### src/rtl/program_loader_pkg.sv
// Shared types and constants for the boot-time program loader.
package program_loader_pkg;

  localparam int INSTR_W = 16;
  localparam int BYTE_W  = 8;
  localparam int PC_STEP = 2;

  typedef enum logic [2:0] {
    LEN_HI  = 3'd0,
    LEN_LO  = 3'd1,
    DATA_HI = 3'd2,
    DATA_LO = 3'd3,
    WRITE   = 3'd4,
    CHECK   = 3'd5,
    RUN     = 3'd6,
    ERR     = 3'd7
  } loader_state_t;

  // States in which the loader takes a byte from the upstream stream.
  function automatic logic state_accepts(input loader_state_t s);
    return (s == LEN_HI) || (s == LEN_LO) || (s == DATA_HI) ||
           (s == DATA_LO) || (s == CHECK);
  endfunction

endpackage

### src/rtl/loader_byte_assembler.sv
// Byte-pair assembler and running XOR checksum for the program loader.
// The high byte is held in a register; the low byte is taken straight from
// the stream so the full 16-bit value is available on the accepting edge.
module loader_byte_assembler
  import program_loader_pkg::*;
(
  input  logic               i_clock,
  input  logic               i_reset_n,
  input  logic               i_accept,
  input  logic               i_sel_hi,
  input  logic               i_sum_en,
  input  logic [BYTE_W-1:0]  i_byte,
  output logic [INSTR_W-1:0] o_word,
  output logic [BYTE_W-1:0]  o_checksum
);

  logic [BYTE_W-1:0] r_hi;
  logic [BYTE_W-1:0] r_sum;

  // Capture the high byte and fold every summed byte into the XOR.
  always_ff @(posedge i_clock) begin
    if (!i_reset_n) begin
      r_hi  <= '0;
      r_sum <= '0;
    end else if (i_accept) begin
      if (i_sel_hi) begin
        r_hi <= i_byte;
      end
      if (i_sum_en) begin
        r_sum <= r_sum ^ i_byte;
      end
    end
  end

  // Present the assembled pair and the running checksum.
  always_comb begin
    o_word     = {r_hi, i_byte};
    o_checksum = r_sum;
  end

endmodule

### src/rtl/program_loader.sv
// Boot-time program loader: receives a length-prefixed byte image, writes
// 16-bit words to instruction memory, verifies an XOR checksum and only then
// releases the core.
//
// state   | meaning
// --------+---------------------------------------------------------------
// LEN_HI  | waiting for word-count high byte
// LEN_LO  | waiting for word-count low byte; range-checks the count
// DATA_HI | waiting for high byte of next instruction word
// DATA_LO | waiting for low byte of next instruction word
// WRITE   | one-cycle instruction-memory write, then address/count advance
// CHECK   | waiting for checksum byte
// RUN     | load clean, core released (terminal until reset)
// ERR     | load rejected, core held (terminal until reset)
module program_loader
  import program_loader_pkg::*;
#(
  parameter int                ADDR_W    = 16,
  parameter logic [ADDR_W-1:0] BASE_ADDR = {ADDR_W{1'b0}},
  parameter int                MAX_WORDS = 256
) (
  input  logic               i_clock,
  input  logic               i_reset_n,
  input  logic               i_byte_valid,
  input  logic [BYTE_W-1:0]  i_byte_data,
  output logic               o_byte_ready,
  output logic               o_imem_we,
  output logic [ADDR_W-1:0]  o_imem_addr,
  output logic [INSTR_W-1:0] o_imem_wdata,
  output logic               o_cpu_run,
  output logic               o_load_error,
  output logic [15:0]        o_words_loaded
);

  // One extra bit so MAX_WORDS up to 65535 still compares correctly.
  localparam logic [16:0] MAX_LEN = 17'(MAX_WORDS);

  loader_state_t r_state;
  loader_state_t w_state_next;

  logic [15:0]        r_len;
  logic [ADDR_W-1:0]  r_addr;
  logic [15:0]        r_words;
  logic               r_imem_we;
  logic [INSTR_W-1:0] r_imem_wdata;
  logic               r_byte_ready;

  logic               w_accept;
  logic               w_sel_hi;
  logic               w_sum_en;
  logic [INSTR_W-1:0] w_asm_word;
  logic [BYTE_W-1:0]  w_checksum;
  logic [15:0]        w_words_inc;
  logic               w_ready_next;
  logic               w_we_next;

  // Ready is registered from the next state, so it is a pure function of
  // state and stays low while reset is held.
  assign w_accept    = i_byte_valid & r_byte_ready;
  assign w_sel_hi    = (r_state == LEN_HI) || (r_state == DATA_HI);
  assign w_sum_en    = (r_state != CHECK);
  assign w_words_inc = r_words + 16'd1;

  loader_byte_assembler u_asm (
    .i_clock    (i_clock),
    .i_reset_n  (i_reset_n),
    .i_accept   (w_accept),
    .i_sel_hi   (w_sel_hi),
    .i_sum_en   (w_sum_en),
    .i_byte     (i_byte_data),
    .o_word     (w_asm_word),
    .o_checksum (w_checksum)
  );

  // State register.
  always_ff @(posedge i_clock) begin
    if (!i_reset_n) begin
      r_state <= LEN_HI;
    end else begin
      r_state <= w_state_next;
    end
  end

  // Next-state decode.
  always_comb begin
    w_state_next = r_state;
    case (r_state)
      LEN_HI: begin
        if (w_accept) begin
          w_state_next = LEN_LO;
        end
      end
      LEN_LO: begin
        if (w_accept) begin
          if ({1'b0, w_asm_word} > MAX_LEN) begin
            w_state_next = ERR;
          end else if (w_asm_word == 16'd0) begin
            w_state_next = CHECK;
          end else begin
            w_state_next = DATA_HI;
          end
        end
      end
      DATA_HI: begin
        if (w_accept) begin
          w_state_next = DATA_LO;
        end
      end
      DATA_LO: begin
        if (w_accept) begin
          w_state_next = WRITE;
        end
      end
      WRITE: begin
        if (w_words_inc == r_len) begin
          w_state_next = CHECK;
        end else begin
          w_state_next = DATA_HI;
        end
      end
      CHECK: begin
        if (w_accept) begin
          if (i_byte_data == w_checksum) begin
            w_state_next = RUN;
          end else begin
            w_state_next = ERR;
          end
        end
      end
      RUN:     w_state_next = RUN;
      ERR:     w_state_next = ERR;
      default: w_state_next = ERR;
    endcase
  end

  // Output decode: registered strobes come from the next state, status
  // flags from the current state.
  always_comb begin
    w_ready_next   = state_accepts(w_state_next);
    w_we_next      = (w_state_next == WRITE);
    o_byte_ready   = r_byte_ready;
    o_imem_we      = r_imem_we;
    o_imem_addr    = r_addr;
    o_imem_wdata   = r_imem_wdata;
    o_words_loaded = r_words;
    o_cpu_run      = (r_state == RUN);
    o_load_error   = (r_state == ERR);
  end

  // Length, write data, address and word counter; address and count advance
  // as the WRITE cycle ends.
  always_ff @(posedge i_clock) begin
    if (!i_reset_n) begin
      r_len        <= '0;
      r_addr       <= BASE_ADDR;
      r_words      <= '0;
      r_imem_we    <= 1'b0;
      r_imem_wdata <= '0;
      r_byte_ready <= 1'b0;
    end else begin
      r_byte_ready <= w_ready_next;
      r_imem_we    <= w_we_next;
      if ((r_state == LEN_LO) && w_accept) begin
        r_len <= w_asm_word;
      end
      if ((r_state == DATA_LO) && w_accept) begin
        r_imem_wdata <= w_asm_word;
      end
      if (r_state == WRITE) begin
        r_addr  <= r_addr + ADDR_W'(PC_STEP);
        r_words <= w_words_inc;
      end
    end
  end

endmodule

### config.mk
export PLATFORM = sky130hd
export DESIGN_NAME = program_loader
export DESIGN_NICKNAME = d
export VERILOG_FILES = /design/src/rtl/program_loader_pkg.sv /design/src/rtl/loader_byte_assembler.sv /design/src/rtl/program_loader.sv
export SDC_FILE = /design/constraint.sdc
export NUM_CORES = 1
export LEC_CHECK = 0
export CAP_MARGIN = 40
export CORE_MARGIN = 2
export CORE_UTILIZATION = 51
export CTS_BUF_LIST = sky130_fd_sc_hd__clkbuf_8
export CTS_CLUSTER_DIAMETER = 200
export DETAILED_ROUTE_END_ITERATION = 8
export GPL_TIMING_DRIVEN = 1
export PLACE_DENSITY = 0.83
export SLEW_MARGIN = 20
export SYNTH_ARGS = -nofsm -noshare
export SYNTH_HDL_FRONTEND = slang
export SYNTH_HIERARCHICAL = 1
export SYNTH_SLANG_ARGS = --single-unit
### constraint.sdc
create_clock -name i_clock -period 2.6 [get_ports i_clock]
set_input_delay 0.39 -clock i_clock [delete_from_list [all_inputs] [get_ports i_clock]]
set_output_delay 0.39 -clock i_clock [all_outputs]
set_load 0.01 [all_outputs]
==> results <==
- The flow ran to the end, and the final reports show no timing, DRC or antenna violations.
- The final-stage net count is 576.
- After clock tree synthesis, the clock-pin slew on the worst setup and hold paths is 0.09 ns.
- The launch instance of the worst min-delay path is o_imem_wdata[2].
- The number of hold-slack violations in the final timing report was 0.
- The area of the die is 0.00920 mm^2.
- From left edge to right edge, the die measures 95.9 um.
- The commonest cells after synthesis are nand2_1 (104), dfxtp_1 (84), a21oi_1 (45), nor2_1 (36), xnor2_1 (36).
- In this run the count of I/O pins placed on the die edge is 63.
- The initial antenna violation count is 0.
- The share of total power dissipated in combinational logic is 0.079.
- Max-cap violations in this run came to 0.
- The wire length of the first global-routing pass is 16.9 mm.
- The type of the setup path with the least slack is register to register.
- After the first detailed-routing iteration, the DRC count stood at 213.
- The worst hold path belongs to the class register to register.
- The share of Yosys cell area claimed by the top area cell type is 0.390.
- The minimum clock period after layout is 2.43 ns.
- The via count of the first global-routing pass is 3,551.
- The post-synthesis average cell area is 8.38 um^2.
- Counting along the longest clock path gives a buffer depth of 2.
- Synthesis produced a netlist with a net count of 527.
- The Yosys warning count is 6.
- The maximum clock skew at final layout is 0.0100 ns.
- The H-tree generated during clock tree synthesis spans 3 levels.
- The capture instance of the worst register-to-register path is o_imem_we.
- The repair_antennas step left the layout with diodes totalling 0.
- Sorting the synthesized cells by area gives the leading types as dfxtp_1 (39%), nand2_1 (9.1%), xnor2_1 (7.3%).
- Counting the buffers created by CTS gives 9.
- After technology mapping, the gate count stands at 514.
- Setup repair after global routing left no endpoint under its margin.
- The number of enable-type register cells in the synthesized netlist is 0.
- For the pin with the worst max-slew slack, the measured transition is 0.808 ns.
- The total core area is 0.00822 mm^2.
- The detailed-route via count is 3,794.
- After layout, the worst setup slack is 0.171 ns.
- The count of buffers added on input and output ports is 61.
- Static timing analysis puts the maximum clock frequency at 412 MHz.
- Setup violations remaining at the end of the flow were counted as 0.
- Of the total power, registers draw 0.532.
- The die span in y is 95.9 um.
- Once the clock tree was built, the setup fixing pass inserted 0 buffers.
- The quantity of gates resized following cts is 0.
- The pin count of the biggest net entering global routing is 50.
- In the routed design, unresolved DRC markers number 0.
- The via count normalized by instance count is 5.64.
- Measured on the finished design, the core utilization comes to 0.620.
- The slack of the worst reg-to-reg path is 0.17 ns.
- The routed wire length is 10.2 mm.
- The portion of total power attributed to the clock network is 0.389.
- For this run the aggregate overflow at the end of global routing stands at 0.
- The internal portion of the total power is 0.00188 W.
- For this run, the register share of the synthesized area comes to 0.390.
- In this run the tightest slew margin relative to its limit is 0.460.
- The layout has 710 filler cells.
- For the worst flop-to-flop path, the logic depth is 7.
- The row count is 33.
- In this run the static leakage power is 1.81 nW.
- The count of cell types in the netlist is 61.
- The endpoint required time on the critical path is 2.86 ns.
- The detailed-routing iteration count for the pre-antenna-repair pass is 4.
- The share of the clock period used by the worst path is 0.934.
- Of all flip-flops after synthesis, the portion carrying an async set or reset was 0.
- The worst hold path was traced through 2 stages.
- Of the total power, the share spent switching nets is 0.257.
- The remaining antenna violation count is 0.
- The total count of max-transition violations in the final report came to 0.
- The element type at the critical path end is a register.
- The total negative setup slack is 0 ns.
- Dividing the detail-routed wire length by the instance count gives 15.1 um.
- The worst-case vdd ir drop is 0.340 mV.
- TritonCTS built the clock tree.
- The global-route usage over all layers is 0.236.
- The power density of the placed cells is 497 mW/mm^2.
- The placed wire-length estimate after detailed placement is 7.54 mm.
- The worst endpoint data arrival time is 2.69 ns.
- The startpoint class of the critical path is a register.
- The layout-stage area growth over the synthesis result is 18.3%.
- The global placer's final weighted congestion is 0.904.
- The number of hold buffers added after cts is 0.
- The leading cell type by number of instances after synthesis is nand2_1.
- The number of register bits inferred by synthesis is 84.
- The startpoint of the lowest-slack register-to-register path is o_words_loaded[2].
- The library cell with the largest summed area after synthesis is dfxtp_1.
- In the final layout, the share of cells above drive strength 1 is 0.0898.
- Along the worst path, the maximum fanout reaches 9.
- In this run the cell area of the synthesized design comes to 0.00431 mm^2.
- The cell chosen for the clock root is clkbuf_8.
- The initial utilization of the core area, before any placement, comes to 0.524.
- Summed over all nets, the switching power comes to 0.000650 W.
- Clock tree synthesis found a total of 84 sinks.
- The capture endpoint of the worst hold path is o_imem_wdata[2].
- The worst slack at placement is 0.109 ns.
- The commonest register cell after synthesis is dfxtp_1.
- The later pin in the worst-skew pair is clocked with a latency of 0.36 ns.
## how the worst max path moves through the flow
stage                            startpoint         to  slack, ns  depth (start not counted)
after floorplan           o_words_loaded[0]  o_imem_we       0.17                          8
after global placement       i_byte_data[4]  o_imem_we       0.16                          8
after detailed placement     i_byte_data[1]  o_imem_we       0.11                          8
after CTS                 o_words_loaded[2]  o_imem_we       0.20                          7
after global routing      o_words_loaded[2]  o_imem_we       0.05                          7
final                     o_words_loaded[2]  o_imem_we       0.17                          7
## state kept, by name (all words and copies together) (netlist names), 3 cells and up
signal            flops
u_asm/r_hi            8
o_imem_wdata         16
o_imem_addr          15
r_state               3
r_len                16
o_words_loaded       16
u_asm/o_checksum      8
## critical path, stage by stage, from the launching register on
cell and delay (ns):
dfxtp_1 0.55, and4_2 0.36, nand2_1 0.21, nor4_1 0.43, o32ai_2 0.17, nor4_4 0.24, a211oi_1 0.16, and4_1 0.22
## routing by layer
metal / vias up / share of wire / global-route usage
met5: - / 0 / 0
met3: 24 / 0.054 / 0.0360
met2: 128 / 0.49 / 0.385
met4: 0 / 0.029 / 0.113
li1: 1851 / - / -
met1: 1791 / 0.43 / 0.306
## cell type report
| cell class | count | area, um^2 | share of cell area |
|---|---|---|---|
| repair buffers | 77 | 731 | 0.143 |
| well taps | 105 | 131 | 0.0258 |
| multi-input cells | 386 | 2320 | 0.456 |
| inverters | 5 | 18.8 | 0.00368 |
| clock buffers | 10 | 138 | 0.0270 |
| clock inverters | 6 | 70.1 | 0.0138 |
| flip-flops and latches | 84 | 1680 | 0.330 |
## stage by stage
step / total power [W] / cell area (um^2) / hold slack (ns) / std cells
floorplan: 0.00153 / 4310 / 0.448 / 514
global placement: 0.00157 / 4890 / 0.445 / 657
detailed placement: 0.00157 / 4890 / 0.449 / 657
CTS: 0.00254 / 5090 / 0.465 / 673
global route: 0.00262 / 5090 / 0.481 / 673
finish: 0.00253 / 5090 / 0.462 / 673
## power groups by stage
stage          logic [W]  clock network, W  registers [W]
6_report        0.000201          0.000983        0.00135
5_1_grt         0.000224           0.00105        0.00135
4_1_cts         0.000200          0.000994        0.00135
3_5_place_dp    0.000199                 0        0.00138
3_3_place_gp    0.000192                 0        0.00137
2_1_floorplan   0.000163                 0        0.00136
## cells in the final DEF (no fill, tap or decap), drive strengths merged, types with 14 or more instances in the layout
master and count:
dfxtp 84, xnor2 36, nand3 18, buf 16, nand2 104, xor2 14
a21oi 45, clkdlybuf4s50 61, nor2 36, and3 16
## cells by family after synthesis
kind of cell	synth area share
adder cells (fa/ha/maj)	0.00581
XOR/XNOR	0.102
multiplexers	0.0232
buffers and inverters	0.0700
AND/OR/NAND/NOR	0.269
flip-flops	0.390
AO/OA/AOI/OAI	0.139
other	0.000871
Power figures use the tool's default switching activity.
